$ cat src/rtl/pe_pkg.sv
// -----------------------------------------------------------------------------
// pe_pkg
// Shared definitions for the pe_dbuf systolic processing element.
//   MODE_WS / MODE_OS : values of the pe_dbuf 'mode' input.
//   SAT_MAX_W         : widest result the saturating-add helper can handle.
//   sat_add()         : width-generic saturating add. It is only used when
//                       PE_DBUF_SATURATE_EN is defined.
// -----------------------------------------------------------------------------
package pe_pkg;

  localparam logic MODE_WS = 1'b0;
  localparam logic MODE_OS = 1'b1;

  localparam int SAT_MAX_W = 64;

  // Adds two 'width'-bit values carried in the low bits of SAT_MAX_W-bit
  // containers. The upper bits of both containers must be zero. The sum is
  // clamped to the signed or unsigned range of 'width' bits.
  function automatic logic [SAT_MAX_W-1:0] sat_add(
    input logic [SAT_MAX_W-1:0] a,
    input logic [SAT_MAX_W-1:0] b,
    input int unsigned          width,
    input logic                 is_signed
  );
    logic [SAT_MAX_W:0] one;
    logic [SAT_MAX_W:0] mask;
    logic [SAT_MAX_W:0] full;
    logic [SAT_MAX_W:0] sum_w;
    logic [SAT_MAX_W:0] pos_max;
    logic [SAT_MAX_W:0] neg_min;
    one     = {{SAT_MAX_W{1'b0}}, 1'b1};
    mask    = (one << width) - one;
    full    = {1'b0, a} + {1'b0, b};
    sum_w   = full & mask;
    pos_max = (one << (width - 1)) - one;
    neg_min = one << (width - 1);
    if (is_signed) begin
      // Signed overflow: both operands have the same sign and the result
      // has the other sign.
      if ((a[width-1] == b[width-1]) && (full[width-1] != a[width-1])) begin
        sum_w = a[width-1] ? neg_min : pos_max;
      end
    end else if (full[width]) begin
      sum_w = mask;
    end
    return sum_w[SAT_MAX_W-1:0];
  endfunction

endpackage

$ cat src/rtl/pe_mac_sat.sv
// -----------------------------------------------------------------------------
// pe_mac_sat
// Combinational multiply-accumulate datapath shared by both dataflow modes.
// It computes result = addend + ext(a * b).
//   - The product is full 2*DATA_WIDTH bits wide.
//   - ext() sign-extends the product when SIGNED != 0 and zero-extends it
//     otherwise.
//   - The add wraps modulo 2^RESULT_WIDTH. When the macro PE_DBUF_SATURATE_EN
//     is defined, the add instead clamps to the range of the result type.
// Ports:
//   a      [DATA_WIDTH]   activation operand
//   b      [DATA_WIDTH]   weight operand
//   addend [RESULT_WIDTH] value the product is added to
//   result [RESULT_WIDTH] sum
// -----------------------------------------------------------------------------
module pe_mac_sat
  import pe_pkg::*;
#(
  parameter int DATA_WIDTH   = 8,
  parameter int RESULT_WIDTH = 32,
  parameter int SIGNED       = 1
) (
  input  logic [DATA_WIDTH-1:0]   a,
  input  logic [DATA_WIDTH-1:0]   b,
  input  logic [RESULT_WIDTH-1:0] addend,
  output logic [RESULT_WIDTH-1:0] result
);

  localparam int PW = 2 * DATA_WIDTH;

  logic [PW-1:0]           a_ext;
  logic [PW-1:0]           b_ext;
  logic [PW-1:0]           product;
  logic [RESULT_WIDTH-1:0] product_ext;

  // Both operands are widened to the product width before the multiply, so
  // the low PW bits of the multiply hold the exact full-width product.
  if (SIGNED != 0) begin : g_signed
    logic signed [RESULT_WIDTH-1:0] product_sext;
    assign a_ext        = {{DATA_WIDTH{a[DATA_WIDTH-1]}}, a};
    assign b_ext        = {{DATA_WIDTH{b[DATA_WIDTH-1]}}, b};
    assign product_sext = $signed(product);
    assign product_ext  = product_sext;
  end else begin : g_unsigned
    assign a_ext       = {{DATA_WIDTH{1'b0}}, a};
    assign b_ext       = {{DATA_WIDTH{1'b0}}, b};
    assign product_ext = RESULT_WIDTH'(product);
  end

  assign product = a_ext * b_ext;

`ifdef PE_DBUF_SATURATE_EN
  if (RESULT_WIDTH > SAT_MAX_W) begin : g_sat_width_check
    $error("pe_mac_sat: RESULT_WIDTH exceeds saturating adder width");
  end
  assign result = RESULT_WIDTH'(sat_add(SAT_MAX_W'(addend), SAT_MAX_W'(product_ext),
                                        RESULT_WIDTH, SIGNED != 0));
`else
  assign result = addend + product_ext;
`endif

endmodule

$ cat src/rtl/pe_dbuf.sv
// -----------------------------------------------------------------------------
// pe_dbuf
// Systolic processing element for the matrix-multiply array. It supports two
// dataflow modes:
//   - Weight-stationary (WS). The weight is double-buffered: a shadow weight
//     is loaded while the active weight is used, then swapped in.
//   - Output-stationary (OS). The PE accumulates locally and drains through
//     the sum chain.
// Activations move left to right. Weights and sums move top to bottom.
//
// Optional build macro:
//   PE_DBUF_SATURATE_EN : WS sums and OS accumulates clamp on overflow
//                         instead of wrapping.
//
// Ports:
//   clk, reset (async, active-low), enable (0 = freeze everything)
//   mode           0 = WS, 1 = OS
//   weight_shift   WS: shadow <= weight_in
//   weight_swap    WS: active <= shadow
//   acc_clear      OS: zero accumulator (clear-and-load when an activation is valid)
//   drain          OS: drive accumulator onto the sum chain
//   weight_in / weight_out                 weight chain (1-cycle register)
//   activ_valid_in, activ_input            activation from the left
//   activ_valid_out, activ_output          registered activation to the right
//   sum_valid_in, top_sum_input            partial sum from above
//   sum_valid_out, sum_output              registered sum to the PE below
// -----------------------------------------------------------------------------
module pe_dbuf
  import pe_pkg::*;
#(
  parameter int DATA_WIDTH   = 8,
  parameter int RESULT_WIDTH = 32,
  parameter int SIGNED       = 1
) (
  input  logic                    clk,
  input  logic                    reset,
  input  logic                    enable,
  input  logic                    mode,
  input  logic                    weight_shift,
  input  logic                    weight_swap,
  input  logic                    acc_clear,
  input  logic                    drain,
  input  logic [DATA_WIDTH-1:0]   weight_in,
  output logic [DATA_WIDTH-1:0]   weight_out,
  input  logic                    activ_valid_in,
  input  logic [DATA_WIDTH-1:0]   activ_input,
  output logic                    activ_valid_out,
  output logic [DATA_WIDTH-1:0]   activ_output,
  input  logic                    sum_valid_in,
  input  logic [RESULT_WIDTH-1:0] top_sum_input,
  output logic                    sum_valid_out,
  output logic [RESULT_WIDTH-1:0] sum_output
);

  if (RESULT_WIDTH < 2 * DATA_WIDTH) begin : g_width_check
    $error("pe_dbuf: RESULT_WIDTH must be at least 2*DATA_WIDTH");
  end

  logic [DATA_WIDTH-1:0]   weight_out_reg;
  logic [DATA_WIDTH-1:0]   activ_output_reg;
  logic                    activ_valid_out_reg;
  logic [DATA_WIDTH-1:0]   shadow_weight_reg;
  logic [DATA_WIDTH-1:0]   active_weight_reg;
  logic [RESULT_WIDTH-1:0] acc_reg;
  logic [RESULT_WIDTH-1:0] sum_output_reg;
  logic                    sum_valid_out_reg;

  logic [DATA_WIDTH-1:0]   mac_b;
  logic [RESULT_WIDTH-1:0] mac_addend;
  logic [RESULT_WIDTH-1:0] mac_result;

  // One MAC serves both modes, with its operands muxed by mode:
  //   WS : top_sum_input + activ * active weight
  //   OS : acc + activ * weight_in. The addend is forced to zero during
  //        acc_clear, so a clear with a valid activation loads the product.
  always_comb begin
    mac_b      = active_weight_reg;
    mac_addend = top_sum_input;
    if (mode == MODE_OS) begin
      mac_b      = weight_in;
      mac_addend = acc_clear ? '0 : acc_reg;
    end
  end

  pe_mac_sat #(
    .DATA_WIDTH   (DATA_WIDTH),
    .RESULT_WIDTH (RESULT_WIDTH),
    .SIGNED       (SIGNED)
  ) u_mac (
    .a      (activ_input),
    .b      (mac_b),
    .addend (mac_addend),
    .result (mac_result)
  );

  always_ff @(posedge clk or negedge reset) begin
    if (!reset) begin
      weight_out_reg      <= '0;
      activ_output_reg    <= '0;
      activ_valid_out_reg <= 1'b0;
      shadow_weight_reg   <= '0;
      active_weight_reg   <= '0;
      acc_reg             <= '0;
      sum_output_reg      <= '0;
      sum_valid_out_reg   <= 1'b0;
    end else if (enable) begin
      activ_output_reg    <= activ_input;
      activ_valid_out_reg <= activ_valid_in;
      weight_out_reg      <= weight_in;

      if (mode == MODE_WS) begin
        // Nonblocking updates let shift and swap coexist: the active weight
        // takes the old shadow while the shadow takes weight_in.
        if (weight_shift) shadow_weight_reg <= weight_in;
        if (weight_swap)  active_weight_reg <= shadow_weight_reg;
        if (activ_valid_in) begin
          sum_output_reg    <= mac_result;
          sum_valid_out_reg <= 1'b1;
        end else begin
          sum_valid_out_reg <= 1'b0;
        end
      end else begin
        if (activ_valid_in) begin
          acc_reg <= mac_result;
        end else if (acc_clear) begin
          acc_reg <= '0;
        end
        // Drain presents the accumulator as it was before this cycle's update.
        if (drain) begin
          sum_output_reg    <= acc_reg;
          sum_valid_out_reg <= 1'b1;
        end else begin
          sum_output_reg    <= top_sum_input;
          sum_valid_out_reg <= sum_valid_in;
        end
      end
    end
  end

  assign weight_out      = weight_out_reg;
  assign activ_output    = activ_output_reg;
  assign activ_valid_out = activ_valid_out_reg;
  assign sum_output      = sum_output_reg;
  assign sum_valid_out   = sum_valid_out_reg;

endmodule

$ cat config.mk
export PLATFORM = sky130hd
export DESIGN_NAME = pe_dbuf
export DESIGN_NICKNAME = d
export VERILOG_FILES = /design/src/rtl/pe_pkg.sv /design/src/rtl/pe_mac_sat.sv /design/src/rtl/pe_dbuf.sv
export SDC_FILE = /design/constraint.sdc
export NUM_CORES = 1
export LEC_CHECK = 0
export CORE_UTILIZATION = 45
export CTS_BUF_LIST = sky130_fd_sc_hd__clkbuf_8
export DETAILED_ROUTE_END_ITERATION = 7
export PLACE_DENSITY = 0.73
export SYNTH_ARGS = -nofsm -noshare
export SYNTH_HDL_FRONTEND = slang
export SYNTH_SLANG_ARGS = --single-unit
$ cat constraint.sdc
create_clock -name clk -period 13.5 [get_ports clk]
set_clock_uncertainty 0.1 [all_clocks]
set_input_delay 2.025 -clock clk [delete_from_list [all_inputs] [get_ports clk]]
set_output_delay 2.025 -clock clk [all_outputs]
set_load 0.05 [all_outputs]
After elaboration in Yosys (flattened, before gate mapping). Index checks and enable logic that the tools add are counted.

Logic and storage cells: 26. Register bits: 98.

$add $sub $neg: 1. Reduce and logical (&&, ||, !) cells: 5. Bitwise logic cells: 1. Multiplexer cells: 10. Multipliers: 1.

Operators by type and width (count): 32-bit two-way mux (6); 32-bit adder (1); 8-bit by 8-bit multiplier with 16-bit output (1); 8-bit two-way mux (1); 3-bit AND reduction (2); 2-bit AND reduction (2); 1-bit two-way mux (3); 2-bit nonzero test (1); 1-bit inverter (1).

Longest topological paths before layout. Gate-level depths: netlist of run 1.

Word-level depth: 5. Gate-level depth with buffers: 35. Gate-level depth less buffers: 32.

By module. Synthesis of run 1 repeated with hierarchy kept, for this count alone.

Cells, all modules: 915. Area total of the unflattened synthesis: 8949.8 um2.

Modules (own cells, without submodules): pe_dbuf (instances 1, cells each 421, area an instance 4867.2 um2, seq. area each 2452.4 um2); pe_mac_sat (instances 1, cells each 494, area an instance 4082.7 um2, seq. area each 0.0 um2).

Least setup slack after synthesis of run 1. Ideal clock, no wire load.

Path type: input to register. From: input mode. To: register sum_output_reg[29] (netlist: sum_output[29]). Data required time: 13.269 ns. Stages: 32. Slack: 3.724 ns. Arrival time: 9.545 ns. Cell sequence: buf_4 -> clkbuf_1 -> clkbuf_1 -> mux2i_1 -> nor2b_1 -> fa_1 -> inv_1 -> fa_1 -> inv_1 -> fa_1 -> inv_1 -> fa_1 -> inv_1 -> ha_1 -> a21o_1 -> a21oi_1 -> nand3_1 -> a31oi_4 -> xor2_2 -> inv_2 -> buf_1 -> ha_1 -> a21oi_1 -> o21bai_1 -> a21o_1 -> a31oi_1 -> nor2_1 -> o21ai_1 -> or4b_1 -> a2bb2oi_1 -> and3b_1 -> or3_1.

Longest elaborated chain between the ends: 5. Elaborated cells between the ends (all ways): 8.

Ends and longest elaborated chain: start, declared (line pe_dbuf.sv:38) `input logic mode,`; 8-bit two-way mux (line pe_dbuf.sv:79) `if (mode == MODE_OS) begin`; 8-bit by 8-bit multiplier with 16-bit output (line pe_mac_sat.sv:50) `assign product = a_ext * b_ext;`; 32-bit adder (line pe_mac_sat.sv:59) `assign result = addend + product_ext;`; 32-bit two-way mux (line pe_dbuf.sv:116) `if (activ_valid_in) begin`; 32-bit two-way mux (line pe_dbuf.sv:111) `if (mode == MODE_WS) begin`; end signal, assigned (line pe_dbuf.sv:117) `sum_output_reg <= mac_result;`; end signal, assigned (line pe_dbuf.sv:130) `sum_output_reg <= acc_reg;`; end signal, assigned (line pe_dbuf.sv:133) `sum_output_reg <= top_sum_input;`; end, declared (line pe_dbuf.sv:65) `logic [RESULT_WIDTH-1:0] sum_output_reg;`.

Parallel ways exist; a longest one is shown, timed or not. The select of a mux whose other input is x is not followed. A chain may end at the register's enable or synchronous reset.

Final worst setup path of run 1. Same ends and word-level chain as after synthesis.

==> results.sh, run 1 <==
export IMPL_viasPerCell=5.522
export IMPL_drv_cap=0
export IMPL_syn_area_mm2=0.008787
export IMPL_pre_cts_ws_ps=3010
export IMPL_grt_overflow_total=0
export IMPL_drive_gt1_share_pct=7.205
export IMPL_ys_flop_type="dfrtp_1"
export IMPL_wl_per_cell_um=16.41
export IMPL_drtIter0Drc=546
export IMPL_syn_area_per_cell_um2=9.250
export IMPL_critPathMaxStageDelay_ps=710
export IMPL_post_cts_resized=0
export IMPL_cp_start_kind="primary input"
export IMPL_antenna_found_initial=0
export IMPL_place_hpwl_um=16170
export IMPL_numCtsBuffers=9
export IMPL_syn2layout_area_growth_pct=17.04
export IMPL_worstSkewPairLatency_ps=400
export IMPL_die_y_um=141.7
export IMPL_crit_family="adder cells"
export IMPL_grt_pass1_wl_um=36010
export IMPL_rsz0062_at_grt="false"
export IMPL_multi_input_area_mm2=0.005819
export IMPL_setup_ws_ps=3346
export IMPL_grt_pass1_vias=7253
export IMPL_place_congestion=0.9407
export IMPL_setup_viol=0
export IMPL_row_count=50
export IMPL_cts_setup_buffers=0
export IMPL_worst_setup_path_type="in2reg"
export IMPL_layout_common_cells="104 x clkdlybuf4s50_1, 101 x inv_1, 98 x dfrtp_1"
export IMPL_fmax_mhz=98.48
export IMPL_clkTransAtPathRegs_ps=90
export IMPL_dr_pass1_iters=7
export IMPL_fin_setup_tns_ps=0
export IMPL_crit_top_cell="fa_1"
export IMPL_min_period_ps=10150
export IMPL_numClockSinks=98
export IMPL_status="completed"
export IMPL_yosys_register_bits=98
export IMPL_final_common_cell="clkdlybuf4s50_1"
export IMPL_diodes=0
export IMPL_slew_headroom_pct=27.51
export IMPL_final_area_mm2=0.01028
export IMPL_worstPathMaxFanout=45
export IMPL_syn_num_nets=1117
export IMPL_worst_pin_slew_ps=1087
export IMPL_vias=7184
export IMPL_place_area_mm2=0.01009
export IMPL_cts_htree_levels=3
export IMPL_dieWidth_um=141.7
export IMPL_fin_crit_sh_pct=75.21
export IMPL_slew_violations=0
export IMPL_finish_net_count=1203
export IMPL_regArea_mm2=0.002452
export IMPL_dieArea_mm2=0.02009
export IMPL_crit_slowest_cell="mux2i_1"
export IMPL_rrSetupSlack_ps=5290
export IMPL_core_area_mm2=0.01889
export IMPL_drc_errors=0
export IMPL_io_pins=108
export IMPL_grt_max_degree=63
export IMPL_async_flop_share_pct=100.0
export IMPL_grt_total_usage_pct=22.46
export IMPL_arrival_ps=10330
export IMPL_synth_edf_count=0
export IMPL_end_kind="flop"
export IMPL_fill_cells=1749
export IMPL_ctsHoldBuffers=0
export IMPL_whs_ps=383.2
export IMPL_wl_um=21350
export IMPL_drt_antenna_violating_nets=0
export IMPL_seq_area_frac_synth_pct=27.91
export IMPL_cts_root_buf="clkbuf_8"
export IMPL_ys_warn_count=0
export IMPL_crit_required_ps=13670
export IMPL_yosysUniqueCellTypes=64
export IMPL_ctsLongestPathBuffers=2
export IMPL_holdCritPathClass="reg2reg"
export IMPL_cp_num_buf_inv=6
export IMPL_cts_tree="built"
export IMPL_hold_violations=0
export IMPL_syn_inst=950
export IMPL_start_util_pct=46.51
export IMPL_portBuffers=107
==> final timing paths <==
path	end	startpoint	cells past startpoint
worst max-delay path	sum_output[29]$_DFFE_PN0P_	mode	29
worst min-delay path	sum_output[15]$_DFFE_PN0P_	sum_output[15]$_DFFE_PN0P_	1
worst max register to register	sum_output[29]$_DFFE_PN0P_	active_weight_reg[7]$_DFFE_PN0P_	27
worst min register to register	sum_output[15]$_DFFE_PN0P_	sum_output[15]$_DFFE_PN0P_	1
max in group asynchronous	weight_out[3]$_DFFE_PN0P_	reset	2
min in group asynchronous	acc_reg[15]$_DFFE_PN0P_	reset	1
==> cell usage after synthesis, types with 3 or more instances <==
cell      instances  area, µm²
a21o_1           22      165.2
o22ai_1           4      25.02
buf_1             7      26.28
or3_1             7      43.79
a21oi_1          43      215.2
a31oi_1           5      31.28
mux2i_1          34      340.3
nand2b_1          8      50.05
and3_1            6      37.54
or2_2             3      18.77
xnor2_1          34      297.8
o211ai_1          5      37.54
a22oi_1          10      75.07
fa_1             56       1121
a211oi_1         10      75.07
clkbuf_1         28      105.1
dfrtp_1          98       2452
a22o_1           31      271.5
nor3_1           11      55.05
and2_1           17      106.4
o21a_1            5      37.54
o21bai_1          8      60.06
o211a_1           4      40.04
o21ai_0          64      320.3
inv_1           101      379.1
a41o_1            3      30.03
a221oi_1          5      43.79
mux2_2           37      416.7
nor2_1           46      172.7
o31ai_1           7      52.55
xor2_1           13      113.9
ha_1             53      663.1
nand3_1          11      55.05
nor2b_1          38      237.7
nand2_1          81      304.0
==> cell type report <==
class / instances / share of cell area (%)
inverters: 103 / 3.759
flip-flops and latches: 98 / 23.84
well taps: 260 / 3.163
multi-input cells: 711 / 56.58
clock inverters: 4 / 0.3163
repair buffers: 113 / 10.73
clock buffers: 12 / 1.606
==> routing by layer <==
metal / vias to the layer above / global-route usage (%) / share of wire [%]
met5: - / 0 / 0
met4: 0 / 6.282 / 1.6
met3: 34 / 3.982 / 4.9
met2: 188 / 37.00 / 46
met1: 3508 / 30.31 / 48
li1: 3454 / - / -
==> per-stage QoR <==
| stage | utilization (%) | instances |
|---|---|---|
| 4_1_cts | 54.44 | 1301 |
| 6_report | 54.44 | 1301 |
| 5_1_grt | 54.44 | 1301 |
| 3_5_place_dp | 53.39 | 1285 |
| 3_3_place_gp | 53.39 | 1285 |
| 2_1_floorplan | - | 950 |
==> worst reg2reg max path, stage by stage, from the launching register on <==
cell       delay (ps)
dfrtp_1           380
mux2i_1           570
or2_2             240
fa_1              440
fa_1              550
inv_1              60
fa_1              520
inv_1              50
fa_1              520
inv_1              40
ha_1              340
a21o_1            180
a21oi_1           180
nand3_1           140
a31oi_4           200
xor2_2            590
inv_2             380
ha_1              470
a21oi_1           280
o21bai_1          100
a21o_1            190
a31oi_1           230
nor2_1             70
o21ai_1           150
or4b_1            450
a2bb2oi_1         170
and3b_1           170
or3_1             330
==> cell families after synthesis <==
logic type	Yosys count	share of synthesized area (%)
AO/OA/AOI/OAI	248	19.28
XOR/XNOR	48	4.870
adder cells (fa/ha/maj)	109	20.30
buffers and inverters	141	6.123
flip-flops	98	27.91
multiplexers	71	8.615
AND/OR/NAND/NOR	235	12.90
Power of run 1 is left out: the tool's default activity adds up to more than one toggle a clock period on the data nets, which glitch-free logic cannot reach.
==> inputs of run 2 (changes only) <==
--- a/config.mk
+++ b/config.mk
@@ -8,7 +8,7 @@
 export CORE_UTILIZATION = 45
 export CTS_BUF_LIST = sky130_fd_sc_hd__clkbuf_8
 export DETAILED_ROUTE_END_ITERATION = 7
-export PLACE_DENSITY = 0.73
+export PLACE_DENSITY = 0.75
 export SYNTH_ARGS = -nofsm -noshare
 export SYNTH_HDL_FRONTEND = slang
 export SYNTH_SLANG_ARGS = --single-unit
==> constraint.sdc (replaced) <==
create_clock -name clk -period 8.4 [get_ports clk]
set_clock_uncertainty 0.1 [all_clocks]
set_input_delay 1.26 -clock clk [delete_from_list [all_inputs] [get_ports clk]]
set_output_delay 1.26 -clock clk [all_outputs]
set_load 0.05 [all_outputs]
==> results.sh, run 2 (same netlist as run 1, synthesis figures left out) <==
export IMPL_ctsHoldBuffers=0
export IMPL_place_hpwl_um=17210
export IMPL_ctsLongestPathBuffers=2
export IMPL_portBuffers=107
export IMPL_arrival_ps=8230
export IMPL_slew_violations=0
export IMPL_grt_total_usage_pct=23.18
export IMPL_die_y_um=141.7
export IMPL_worstPathMaxFanout=5
export IMPL_drtIter0Drc=426
export IMPL_crit_top_cell="inv_1"
export IMPL_vias=7419
export IMPL_final_area_mm2=0.01072
export IMPL_syn2layout_area_growth_pct=22.04
export IMPL_grt_pass1_wl_um=37100
export IMPL_worstSkewPairLatency_ps=400
export IMPL_cp_start_kind="primary input"
export IMPL_cts_root_buf="clkbuf_8"
export IMPL_start_util_pct=46.51
export IMPL_fin_crit_sh_pct=95.53
export IMPL_setup_viol=0
export IMPL_grt_overflow_total=0
export IMPL_worst_pin_slew_ps=1148
export IMPL_worst_setup_path_type="in2reg"
export IMPL_drc_errors=0
export IMPL_fmax_mhz=124.6
export IMPL_finish_net_count=1256
export IMPL_status="completed"
export IMPL_place_area_mm2=0.01051
export IMPL_drt_antenna_violating_nets=0
export IMPL_crit_slowest_cell="fa_1"
export IMPL_clkTransAtPathRegs_ps=110
export IMPL_grt_max_degree=63
export IMPL_drive_gt1_share_pct=12.25
export IMPL_numClockSinks=98
export IMPL_dr_pass1_iters=5
export IMPL_cts_htree_levels=3
export IMPL_place_congestion=0.9630
export IMPL_viasPerCell=5.479
export IMPL_numCtsBuffers=9
export IMPL_diodes=0
export IMPL_crit_required_ps=8600
export IMPL_dieArea_mm2=0.02009
export IMPL_core_area_mm2=0.01889
export IMPL_dieWidth_um=141.7
export IMPL_wl_per_cell_um=16.58
export IMPL_hold_violations=0
export IMPL_setup_ws_ps=375.6
export IMPL_min_period_ps=8024
export IMPL_layout_common_cells="104 x clkdlybuf4s50_1, 103 x inv_1, 98 x dfrtp_1"
export IMPL_antenna_found_initial=0
export IMPL_final_common_cell="clkdlybuf4s50_1"
export IMPL_grt_pass1_vias=7400
export IMPL_cts_tree="built"
export IMPL_drv_cap=0
export IMPL_critPathMaxStageDelay_ps=540
export IMPL_end_kind="flop"
export IMPL_io_pins=108
export IMPL_wl_um=22450
export IMPL_slew_headroom_pct=23.48
export IMPL_pre_cts_ws_ps=-121.2
export IMPL_fin_setup_tns_ps=0
export IMPL_row_count=50
export IMPL_holdCritPathClass="reg2reg"
run 2: final cells by class:
| type | instances | area, µm² |
|---|---|---|
| Sequential cell | 98 | 2452 |
| Clock inverter | 6 | 41.29 |
| Fill cell | 1709 | 8169 |
| Inverter | 103 | 386.6 |
| Clock buffer | 10 | 137.6 |
| Tap cell | 260 | 325.3 |
| Timing Repair Buffer | 166 | 1501 |
| Multi-Input combinational cell | 711 | 5879 |
run 2: timing repair:
| item | in CTS | in global routing |
|---|---|---|
| gates resized for setup | 0 | 8 |
| endpoints found under the setup margin | 0 | 7 |
| buffers inserted | 0 | 1 |
run 2: per-stage QoR:
stage | hold slack [ps] | utilization (%) | std cells
after detailed placement | 362.8 | 55.62 | 1337
final | 378.7 | 56.76 | 1354
after CTS | 385.4 | 56.57 | 1353
after floorplan | 371.0 | - | 950
after global placement | 360.8 | 55.62 | 1337
after global routing | 400.0 | 56.76 | 1354
run 2: per-layer routing:
metal / vias to the layer above / track usage, % / wire length [µm] / share of wire, %
li1: 3568 / - / - / -
met5: - / 0 / 0 / 0
met1: 3598 / 31.02 / 10540 / 47
met3: 26 / 4.117 / 1204 / 5.4
met4: 0 / 5.886 / 354 / 1.6
met2: 227 / 38.73 / 10350 / 46
run 2: worst max-delay path: cells and delay by family:
family          cells  cell delay (ps)
compound gates     15             2770
fa+ha+maj           6             2710
buf+inv             6              720
simple gates        3              320
mux                 1              300
xor+xnor            1              170
run 2: final timing paths:
| kind | startpoint | endpoint | slack (ps) | cells past startpoint |
|---|---|---|---|---|
| max | weight_in[4] | sum_output[26]$_DFFE_PN0P_ | 380 | 32 |
| min | sum_output[21]$_DFFE_PN0P_ | sum_output[21]$_DFFE_PN0P_ | 380 | 2 |
| max reg2reg | active_weight_reg[4]$_DFFE_PN0P_ | sum_output[26]$_DFFE_PN0P_ | 1350 | 31 |
| min reg2reg | sum_output[21]$_DFFE_PN0P_ | sum_output[21]$_DFFE_PN0P_ | 380 | 2 |
| max in group asynchronous | reset | active_weight_reg[0]$_DFFE_PN0P_ | 6270 | 2 |
| min in group asynchronous | reset | acc_reg[20]$_DFFE_PN0P_ | 720 | 1 |
Power of run 2 is left out for the same reason.
